==> config.mk <==
export PLATFORM = sky130hd
export DESIGN_NAME = seg7_scan_driver
export DESIGN_NICKNAME = d
export VERILOG_FILES = /design/src/rtl/seg7_scan_driver.sv
export SDC_FILE = /design/constraint.sdc
export NUM_CORES = 1
export LEC_CHECK = 0
export BUFFER_PORTS_ARGS = -buffer_cell sky130_fd_sc_hd__buf_2
export CORE_ASPECT_RATIO = 1.75
export CORE_MARGIN = 2
export CORE_UTILIZATION = 52
export CTS_BUF_LIST = sky130_fd_sc_hd__clkbuf_16
export DETAILED_ROUTE_END_ITERATION = 8
export PLACE_DENSITY = 0.78
export SYNTH_ARGS = -nofsm -noshare
export SYNTH_HDL_FRONTEND = slang
export SYNTH_SLANG_ARGS = --single-unit
==> constraint.sdc <==
create_clock -name clk_c -period 2.16 [get_ports clk_c]
set_input_delay 0.324 -clock clk_c [delete_from_list [all_inputs] [get_ports clk_c]]
set_output_delay 0.324 -clock clk_c [all_outputs]
set_load 0.005 [all_outputs]
==> src/rtl/seg7_scan_driver.sv <==
// rtl/seg7_scan_driver.sv - four-digit multiplexed 7-segment scan driver with frame capture and adjust blink
module seg7_scan_driver #(
    parameter int REFRESH_DIV  = 100000,
    parameter int BLANK_CYCLES = 1000,
    parameter int BLINK_DIV    = 250
) (
    input  logic       clk_c,
    input  logic       reset_c,
    input  logic [3:0] min_tens,
    input  logic [3:0] min_ones,
    input  logic [3:0] sec_tens,
    input  logic [3:0] sec_ones,
    input  logic       adj,
    input  logic [1:0] sel,
    output logic [3:0] an,
    output logic [6:0] seg,
    output logic       dp,
    output logic       frame_tick
);

    localparam int RW = $clog2(REFRESH_DIV);
    localparam int BW = (BLINK_DIV > 1) ? $clog2(BLINK_DIV) : 1;
    localparam logic [RW-1:0] REF_LAST   = RW'(REFRESH_DIV - 1);
    localparam logic [RW:0]   BLANK_END  = (RW + 1)'(BLANK_CYCLES);
    localparam logic [BW-1:0] BLINK_LAST = BW'(BLINK_DIV - 1);

    logic [RW-1:0] ref_cnt;
    logic [1:0]    idx;
    logic [3:0]    shadow [4];
    logic [BW-1:0] blink_cnt;
    logic          blink_phase;

    logic          slot_tick;
    logic          blank;
    logic [3:0]    digit;
    logic [6:0]    code;

    assign slot_tick  = (ref_cnt == REF_LAST);
    assign frame_tick = slot_tick && (idx == 2'd3);

    // Guard band at the start of each slot plus the blink-off window of the digit being adjusted
    assign blank = ({1'b0, ref_cnt} < BLANK_END) || (adj && blink_phase && (idx == sel));
    assign digit = shadow[idx];

    always_comb begin
        code = 7'b0111111;
        case (digit)
            4'd0: code = 7'b1000000;
            4'd1: code = 7'b1111001;
            4'd2: code = 7'b0100100;
            4'd3: code = 7'b0110000;
            4'd4: code = 7'b0011001;
            4'd5: code = 7'b0010010;
            4'd6: code = 7'b0000010;
            4'd7: code = 7'b1111000;
            4'd8: code = 7'b0000000;
            4'd9: code = 7'b0010000;
            default: code = 7'b0111111;
        endcase
    end

    always_ff @(posedge clk_c or posedge reset_c) begin
        if (reset_c) begin
            ref_cnt     <= '0;
            idx         <= 2'd0;
            shadow[0]   <= 4'd0;
            shadow[1]   <= 4'd0;
            shadow[2]   <= 4'd0;
            shadow[3]   <= 4'd0;
            blink_cnt   <= '0;
            blink_phase <= 1'b0;
            an          <= 4'b1111;
            seg         <= 7'b1111111;
            dp          <= 1'b1;
        end else begin
            ref_cnt <= slot_tick ? '0 : ref_cnt + 1'b1;

            if (slot_tick) begin
                idx <= idx + 2'd1;
                if (idx == 2'd3) begin
                    shadow[0] <= sec_ones;
                    shadow[1] <= sec_tens;
                    shadow[2] <= min_ones;
                    shadow[3] <= min_tens;
                end
            end

            if (!adj) begin
                blink_cnt   <= '0;
                blink_phase <= 1'b0;
            end else if (slot_tick) begin
                if (blink_cnt == BLINK_LAST) begin
                    blink_cnt   <= '0;
                    blink_phase <= ~blink_phase;
                end else begin
                    blink_cnt <= blink_cnt + 1'b1;
                end
            end

            if (blank) begin
                an  <= 4'b1111;
                seg <= 7'b1111111;
                dp  <= 1'b1;
            end else begin
                an  <= ~(4'b0001 << idx);
                seg <= code;
                dp  <= (idx != 2'd2);
            end
        end
    end

endmodule

==> run summary <==
The count of vias placed by the detailed router is 1977. After synthesis, the share of flip-flops with an asynchronous set or reset is 1.00. TritonCTS created 5 clock buffers.

The total placed instance area is 3010 um2. At the end of routability-driven placement, the weighted congestion stood at 0.842. The final non-filler cell area came out at 3320 um2.

The global-route usage over all layers is 0.204. The worst pin sits at a relative slew slack of 0.553. The core region is 5210 um2. The class of the most critical hold timing path is in2async. The placement row count came out at 35. The initial core utilization is 0.537. The share of synthesized area in the top cell type comes to 0.394. At the worst endpoint, the required time is 1.84 ns. The tightest hold margin came out at 0.213 ns. The initial detailed-routing violation count came out at 99.

The die is 101 um tall. Dividing total power by cell area gives a power density of 626 nW/um2. For this run, the leading register cell type out of synthesis is dfrtp_1. The root buffer cell chosen for the clock tree is clkbuf_16. Of the cells placed in the final design, the portion with a size suffix greater than 1 is 0.352. Setup repair after global routing could not meet its margin everywhere.

The share of the Yosys chip area taken by registers is 0.497. The sequential cell area in the final layout is 1390 um2. The total of hold buffers inserted after clock tree synthesis came out at 0. Cell internal power was estimated by the tool at 0.00166 W. The cell count of the worst reg-to-reg path came out at 6. The clock transition at the register clock pins on the worst setup and hold paths after CTS is 0.07 ns. The worst setup path is launched from a register. The max-slew violation total from the final report came out at 0. The number of clock sinks seen by CTS came out at 55.

The combinational group share of total power is 0.048. The worst-margin pin slew is 0.670 ns. The clock reaches the later pin of the worst-skew pair after 0.29 ns. dfrtp_1 is the most common cell in the netlist. The number of standard cells after synthesis came out at 247. The worst setup path is captured at a primary output.

The diode insertion count for antenna repair is 0. In this run, synthesis inferred 0 flip-flops with an integrated enable. The worst setup path is of the reg2out kind. The net load switching power is 0.000414 W.

Before antenna repair, the detailed router went through 4 iterations. The final clock skew is 0.00275 ns. The count of yosys warnings during synthesis is 0. Based on the critical path, the design can be clocked at up to 465 MHz. Of the total power, the share spent switching nets is 0.199. The first global-routing pass estimated 9300 um of wire. The DRC violations left is 0. The data arrival time at the worst-slack endpoint came out at 1.83 ns. The TritonCTS clock tree is built.

The worst-path maximum fanout is 4. IR analysis of the VDD net gives a maximum drop of 0.560 mV. The pin count of the biggest net entering global routing came out at 56.

The overflow left after global routing came out at 0. The final core utilization is 0.637. The chip width came out at 59.4 um. The number of violations of the max-capacitance limit is 0.

The count of nets after finishing came out at 325. The overall power came out at 0.00208 W. The number of antenna-violating nets in the routed design is 0. Synthesis produced a netlist with a net count of 280. The post-detailed-placement half-perimeter wirelength is 3780 um. The multi-input combinational cells in the finished layout cover a total of 1350 um2.

Of the total power, the clock network draws 0.444. The part of the power in registers is 0.508. The total wirelength of the detailed-routed design is 5670 um. Of the available clock period, the critical path in the final layout requires 0.995. The flow ran to the end, and the final reports show no timing, DRC or antenna violations.

The aggregate negative setup slack came out at 0 ns. The number of port buffers came out at 33. In the post-synthesis netlist, the biggest area contributors are dfrtp_1, dfstp_2, ha_1.

Summed over all cells, the static leakage comes to 1.52 nW. The area of the mapped netlist is 2800 um2. In the final routed layout, each cell accounts on average for 16.3 um.

The number of register bits inferred by synthesis came out at 55. The post-synthesis cell type count is 42. The count of filler cells inserted in the layout came out at 406.

The overall die area came out at 6010 um2. The number of antenna violations at the first check in global routing was 0. The worst path needs 2.15 ns of the cycle, external delays included. In this run the number of H-tree levels came out at 2. No sink is reached through more buffers than the 2 on the longest clock path. A synthesized cell averages 11.3 um2.

The vias per cell came out at 5.68. The biggest area contributor in the post-synthesis netlist is dfrtp_1. The relative area change from synthesis to final layout came out at 18.6%. The via count of the first global-routing pass came to 2038. The final count of hold timing violations is 0. Pin placement for this block handled 34 I/O pins. The commonest cells after synthesis are dfrtp_1, nand2_1, nor2_1.

Setup violations remaining at the end of the flow were counted as 0.
==> final timing paths <==
path                       slack (ns)                      from                  endpoint
setup / recovery                 0.01      ref_cnt[1]$_DFF_PP0_                frame_tick
hold / removal                   0.21                   reset_c    shadow[15]$_DFFE_PP0P_
setup reg to reg                 0.03     ref_cnt[13]$_DFF_PP0_     shadow[8]$_DFFE_PP0P_
hold reg to reg                  0.50  blink_cnt[6]$_DFFE_PP0P_  blink_cnt[6]$_DFFE_PP0P_
max in group asynchronous        1.51                   reset_c  blink_cnt[7]$_DFFE_PP0P_
min in group clk_c               0.26               min_ones[1]     shadow[5]$_DFFE_PP0P_
==> routing by layer <==
| layer | share of wire | up-vias | routed length, um | GRT usage |
|---|---|---|---|---|
| met4 | 0.027 | 0 | 153 | 0.0892 |
| met5 | 0 | - | 0 | 0 |
| li1 | - | 952 | - | - |
| met1 | 0.39 | 972 | 2230 | 0.239 |
| met3 | 0.026 | 12 | 146 | 0.0295 |
| met2 | 0.55 | 41 | 3130 | 0.358 |
==> repair_timing <==
item / 4_1_cts / 5_1_grt
pin swaps: 2 / 6
endpoints found under the setup margin: 1 / 19
gates resized for setup: 4 / 8
gates cloned: 0 / 1
setup buffers: 6 / 3
==> cell usage in the layout, fill, tap and decap left out, drive strengths merged, types with 2 or more instances in the layout <==
master and instances:
o21ai 15, nand2b 2, or4 2, nand2 24, and3 6, a31oi 4, ha 12, nand3 12
mux2 17, buf 48, mux2i 3, clkbuf 7, xnor2 9, nor3 5, nor2 18, dfstp 11
dfrtp 44, xor2 8, and2 2, a21oi 7, nand4 5, mux4 4, o31ai 4, inv 11
nor4 4
==> worst max-delay path: stages (launching register included) <==
cell and delay, ns:
dfrtp_1 0.40, ha_4 0.17, and4_4 0.25, nand2_4 0.06, nor4_4 0.28, buf_4 0.16
and2_4 0.14, buf_6 0.08
==> power groups by stage <==
stage | logic (W) | registers [W] | clock network, W
finish | 0.0000994 | 0.00106 | 0.000923
global route | 0.000113 | 0.00106 | 0.000978
CTS | 0.000101 | 0.00106 | 0.000939
detailed placement | 0.000100 | 0.00107 | 0
global placement | 0.0000975 | 0.00107 | 0
floorplan | 0.0000680 | 0.00107 | 0
==> sequential cells by signal (all words and copies together), names as in the netlist <==
register / flops
ref_cnt: 17
blink_cnt: 8
seg: 7
an: 3
shadow: 16
dp: 1
blink_phase: 1
idx: 2
==> through the flow <==
step | std cells | worst slack [ns]
after CTS | 344 | 0.0154
after floorplan | 247 | 0.128
after detailed placement | 330 | 0.0880
after global placement | 330 | 0.153
final | 348 | 0.0105
after global routing | 348 | -0.0540
==> cell families (layout without fill, tap and decap cells) <==
| family | after synthesis | in the layout | synth area share |
|---|---|---|---|
| AOI/OAI and AO/OA | 35 | 35 | 0.0756 |
| and+or+nand+nor | 83 | 84 | 0.157 |
| xor gates and xnor gates | 17 | 17 | 0.0532 |
| adders and majority gates | 12 | 12 | 0.0537 |
| DFF | 55 | 55 | 0.497 |
| buffers and inverters | 21 | 66 | 0.0389 |
| muxes | 24 | 24 | 0.125 |
==> final cells by class <==
class,instances,share of cell area
Clock buffer,7,0.0528
Clock inverter,1,0.00188
Inverter,10,0.0113
Multi-Input combinational cell,172,0.407
Sequential cell,55,0.419
Tap cell,55,0.0207
Timing Repair Buffer,48,0.0878
(Power assumes the default switching activity.)
